--- src/rtl/if_id_stage_pkg.sv ---
// ============================================================================
// if_id_stage_pkg : shared widths, bubble encoding and IF/ID skid state type
// Revision 1.0
// ============================================================================
`default_nettype none

package if_id_stage_pkg;

  localparam int DATA_W = 16;
  localparam logic [DATA_W-1:0] NOP_INSTR = 16'h0800;

  typedef enum logic [0:0] {
    ST_RUN  = 1'b0,
    ST_HOLD = 1'b1
  } ifid_state_e;

endpackage

`default_nettype wire

--- src/rtl/if_id_stage.sv ---
// ============================================================================
// if_id_stage : IF/ID pipeline register with stall, flush, bubble insertion
//               and a one-entry skid register for words fetched during stall
// Revision 1.0
// ============================================================================
`default_nettype none

module if_id_stage
  import if_id_stage_pkg::*;
(
  input  logic              ifi_clk,
  input  logic              ifi_rst,
  input  logic [DATA_W-1:0] ifi_pc,
  input  logic [DATA_W-1:0] ifi_instr,
  input  logic              ifi_fetch_valid,
  input  logic              ifi_ram2_busy,
  input  logic              ifi_stall,
  input  logic              ifi_flush,
  output logic [DATA_W-1:0] ifo_pc,
  output logic [DATA_W-1:0] ifo_pc_plus1,
  output logic [DATA_W-1:0] ifo_instr,
  output logic              ifo_valid,
  output logic              ifo_keep,
  output logic [15:0]       ifo_fetch_cnt
);

  ifid_state_e       state_q, state_d;
  logic [DATA_W-1:0] skid_pc_q, skid_pc_d;
  logic [DATA_W-1:0] skid_instr_q, skid_instr_d;
  logic [DATA_W-1:0] pc_q, pc_d;
  logic [DATA_W-1:0] pc_plus1_q, pc_plus1_d;
  logic [DATA_W-1:0] instr_q, instr_d;
  logic              valid_q, valid_d;
  logic [15:0]       cnt_q, cnt_d;
  logic              w_take;

  assign w_take = ifi_fetch_valid & ~ifi_ram2_busy;

  always_comb begin
    state_d      = state_q;
    skid_pc_d    = skid_pc_q;
    skid_instr_d = skid_instr_q;
    pc_d         = pc_q;
    pc_plus1_d   = pc_plus1_q;
    instr_d      = instr_q;
    valid_d      = valid_q;
    cnt_d        = cnt_q;

    if (ifi_flush) begin
      instr_d      = NOP_INSTR;
      valid_d      = 1'b0;
      skid_pc_d    = '0;
      skid_instr_d = NOP_INSTR;
      state_d      = ST_RUN;
    end else if (ifi_stall) begin
      // Park the word fetch is presenting so the PC can be held without losing it.
      if (state_q == ST_RUN && w_take) begin
        skid_pc_d    = ifi_pc;
        skid_instr_d = ifi_instr;
        state_d      = ST_HOLD;
      end
    end else if (state_q == ST_HOLD) begin
      pc_d       = skid_pc_q;
      pc_plus1_d = skid_pc_q + DATA_W'(1);
      instr_d    = skid_instr_q;
      valid_d    = 1'b1;
      cnt_d      = cnt_q + 16'd1;
      state_d    = ST_RUN;
    end else if (w_take) begin
      pc_d       = ifi_pc;
      pc_plus1_d = ifi_pc + DATA_W'(1);
      instr_d    = ifi_instr;
      valid_d    = 1'b1;
      cnt_d      = cnt_q + 16'd1;
    end else begin
      instr_d = NOP_INSTR;
      valid_d = 1'b0;
    end
  end

  always_ff @(posedge ifi_clk) begin
    if (ifi_rst) begin
      state_q      <= ST_RUN;
      skid_pc_q    <= '0;
      skid_instr_q <= NOP_INSTR;
      pc_q         <= '0;
      pc_plus1_q   <= DATA_W'(1);
      instr_q      <= NOP_INSTR;
      valid_q      <= 1'b0;
      cnt_q        <= 16'd0;
    end else begin
      state_q      <= state_d;
      skid_pc_q    <= skid_pc_d;
      skid_instr_q <= skid_instr_d;
      pc_q         <= pc_d;
      pc_plus1_q   <= pc_plus1_d;
      instr_q      <= instr_d;
      valid_q      <= valid_d;
      cnt_q        <= cnt_d;
    end
  end

  // A flush lets fetch redirect immediately, so keep is suppressed.
  assign ifo_keep      = ~ifi_flush & (ifi_stall | (state_q == ST_HOLD) | ifi_ram2_busy);
  assign ifo_pc        = pc_q;
  assign ifo_pc_plus1  = pc_plus1_q;
  assign ifo_instr     = instr_q;
  assign ifo_valid     = valid_q;
  assign ifo_fetch_cnt = cnt_q;

endmodule

`default_nettype wire

--- config.mk ---
export PLATFORM = sky130hd
export DESIGN_NAME = if_id_stage
export DESIGN_NICKNAME = d
export VERILOG_FILES = /design/src/rtl/if_id_stage_pkg.sv /design/src/rtl/if_id_stage.sv
export SDC_FILE = /design/constraint.sdc
export NUM_CORES = 1
export LEC_CHECK = 0
export ABC_AREA = 0
export CAP_MARGIN = 20
export CELL_PAD_IN_SITES_DETAIL_PLACEMENT = 1
export CELL_PAD_IN_SITES_GLOBAL_PLACEMENT = 1
export CORE_MARGIN = 10
export CORE_UTILIZATION = 36
export DETAILED_ROUTE_END_ITERATION = 10
export PLACE_DENSITY_LB_ADDON = 0.08
export SETUP_SLACK_MARGIN = 0.05
export SLEW_MARGIN = 10
export SYNTH_ARGS = -nofsm -noshare
export SYNTH_HDL_FRONTEND = slang
export SYNTH_SLANG_ARGS = --single-unit
export TNS_END_PERCENT = 1
--- constraint.sdc ---
create_clock -name ifi_clk -period 3.12 [get_ports ifi_clk]
set_input_delay 0.468 -clock ifi_clk [delete_from_list [all_inputs] [get_ports ifi_clk]]
set_output_delay 0.468 -clock ifi_clk [all_outputs]
set_load 0.05 [all_outputs]
==> results.ini <==
[run_status]
status = complete, no violations

[logic_synthesis]
synth_edf_count = 0
yosys.area.top_type = dfxtp_1
synth_top_area_share_pct = 46.1
synth_ff_type = dfxtp_1
synth_area_um2 = 4260
synth.distinct_cells = 47
synthArstFlopShare_pct = 0
syn-num-nets = 564
ys_seq_area_share_pct = 46.1
ys_seq_elements = 98
syn_area_per_cell_um2 = 8.12
synth_area_leaders = dfxtp_1 (46%), nand2_1 (8.4%), a21oi_1 (6.9%), nor2_1 (5.9%), a22oi_1 (3.2%)
yosys_warnings = 0
synthCells = 524

[timing]
slew_viol_final = 0
hold_violations = 0
skew_ns = 0.00686
rsz0062_at_grt = false
fmax_mhz = 414
min_period_over_period_pct = 77.4
period_needed_ns = 2.41
tns_ns = 0
tightest_slew_ns = 0.991
finalSetupViolCount = 0
max_slew_margin_pct = 34.0
layout_setup_ws_ns = 0.706

[cts]
cts_tree = yes
post_cts_buffers = 0
h-tree-depth = 3
cts_buffer_depth = 2
ctsResizeCount = 0
clk_pin_slew_ns = 0.07
numCtsBuffers = 9
clockRootBuffer = clkbuf_16
numClockSinks = 98
clk_latency_ns = 0.35
cts_hold_buf = 0

[setup_path]
path_class = register to register
slowest_stage = dfxtp_2
end_kind = register
cp_max_fo = 36
slowest_delay_ns = 0.62
cp_top_family = flip-flops
required_ns = 3.37
critPathLaunchType = register
critPathArrivalTime_ns = 2.66
crit_buf_inv = 1
cp_cell_sequence = buf_4 > nand3_1 > a22oi_1 > nand4_1 > mux2_1 > a31o_1

[pwr]
power_density_nw_per_um2 = 476
total_leakage_power_uw = 0.00195
peakVddDrop_mv = 0.303

[placement]
dpl_worst_slack_ns = 0.367
place_inst = 745
port_buffers = 103
place.gp.congestion = 0.798
dp_hpwl_um = 9410

[global_routing]
grt_pass1_wl_um = 21500
first_global_vias = 4088
overflow = 0
grt_max_degree = 51
antenna_found_initial = 0
globalRouteMet1Util_pct = 19.2
grt_use_met2_pct = 25.7
grt.busiest_layer = met2
use_met3_pct = 5.22
track_usage_pct = 15.8

[route]
vias = 4026
totalWireLength_um = 13100
vias_per_cell = 5.29
drt-wirelength-per-cell_um = 17.2
first_pass_iters = 4
drt_iter0_drc = 151
remaining_drc_errors = 0
drtAntennaViolNets = 0

[hold_path]
hold_class = register to register

[finish]
final_nets = 653
layout-drive-gt1-share_pct = 5.99
instances_no_fill = 761
final_cell_mix = clkdlybuf4s50_1 (102), dfxtp_1 (97), nand2_1 (95)
area_growth_pct = 34.9
layout_commonest_cell = clkdlybuf4s50_1
num_antenna_cells = 0

[floorplan]
coreArea_um2 = 11500
die_x_um = 129
ios = 104
dieArea_um2 = 16600
num_rows = 39
die_y_um = 129
start_util_pct = 37.0

[run]
drv_cap = 0

==> Yosys cell counts, types with 4 or more instances <==
master	n
dfxtp_1	98
nand2_1	95
nor2_1	67
a21oi_1	59
clkbuf_1	33
a22oi_1	18
nor3_1	15
a211oi_1	14
mux2i_1	13
xnor2_1	13
nand3_1	12
nand4_1	8
inv_1	7
xor2_1	6
and3_1	5
nand3b_1	5
o21ai_0	5
a211o_1	4
nor2b_1	4
==> worst paths after layout <==
kind	startpoint	endpoint	slack [ns]	cells after the start
setup reg to reg	state_q	ifo_pc_plus1[13]	0.71	6
hold / removal	skid_instr_q[7]	skid_instr_q[7]	0.46	2
setup / recovery	state_q	ifo_pc_plus1[13]	0.71	6
hold reg to reg	skid_instr_q[7]	skid_instr_q[7]	0.46	2
==> final cells by class <==
cell class | count | area [um2]
clock buffers | 15 | 298
repair buffers | 116 | 1150
multi-input cells | 381 | 2120
flip-flops and latches | 98 | 1960
fillers | 1412 | 5780
well taps | 143 | 179
clock inverters | 1 | 5.00
inverters | 7 | 26.3
==> registers in the layout (all words and copies together), names as in the netlist <==
name	count
ifo_valid	1
ifo_fetch_cnt	16
skid_pc_q	16
state_q	1
ifo_pc_plus1	16
ifo_pc	16
skid_instr_q	16
ifo_instr	16
==> layer usage <==
layer  part of all wire (%)  routed length [um]  vias to the layer above
met2                     47                6210                       75
li1                       -                   -                     1991
met4                    1.5                 192                        0
met3                    6.3                 819                       13
met5                      0                   0                        -
met1                     45                5880                     1947
==> kinds of logic after synthesis <==
kind of cell	Yosys count	share of synthesized area (%)
AOI/OAI and AO/OA	118	17.6
DFF	98	46.1
xor gates and xnor gates	19	3.91
buffers and inverters	45	4.23
adders and majority gates	2	0.588
muxes	16	3.85
and+or+nand+nor	226	23.7
==> worst min-delay path: stages (launching register included) <==
cell	delay, ns
dfxtp_1	0.31
nand2_1	0.05
a21oi_1	0.05
==> per-stage QoR <==
step                total power [uW]  hold WS (ns)  instance area (um2)  util [%]
floorplan                       1500         0.436                 4260         -
global placement                1640         0.434                 5440      47.2
detailed placement              1640         0.451                 5440      47.2
CTS                             2770         0.460                 5740      49.8
global route                    2840         0.476                 5740      49.8
finish                          2730         0.459                 5740      49.8
==> power breakdown <==
| group | leakage (uW) | internal, uW | switching (uW) | total (uW) |
|---|---|---|---|---|
| Combinational | 0.00100 | 125 | 199 | 324 |
| Clock | 0.000152 | 649 | 468 | 1120 |
| Sequential | 0.000793 | 1270 | 15.3 | 1290 |
(Power assumes the default switching activity.)
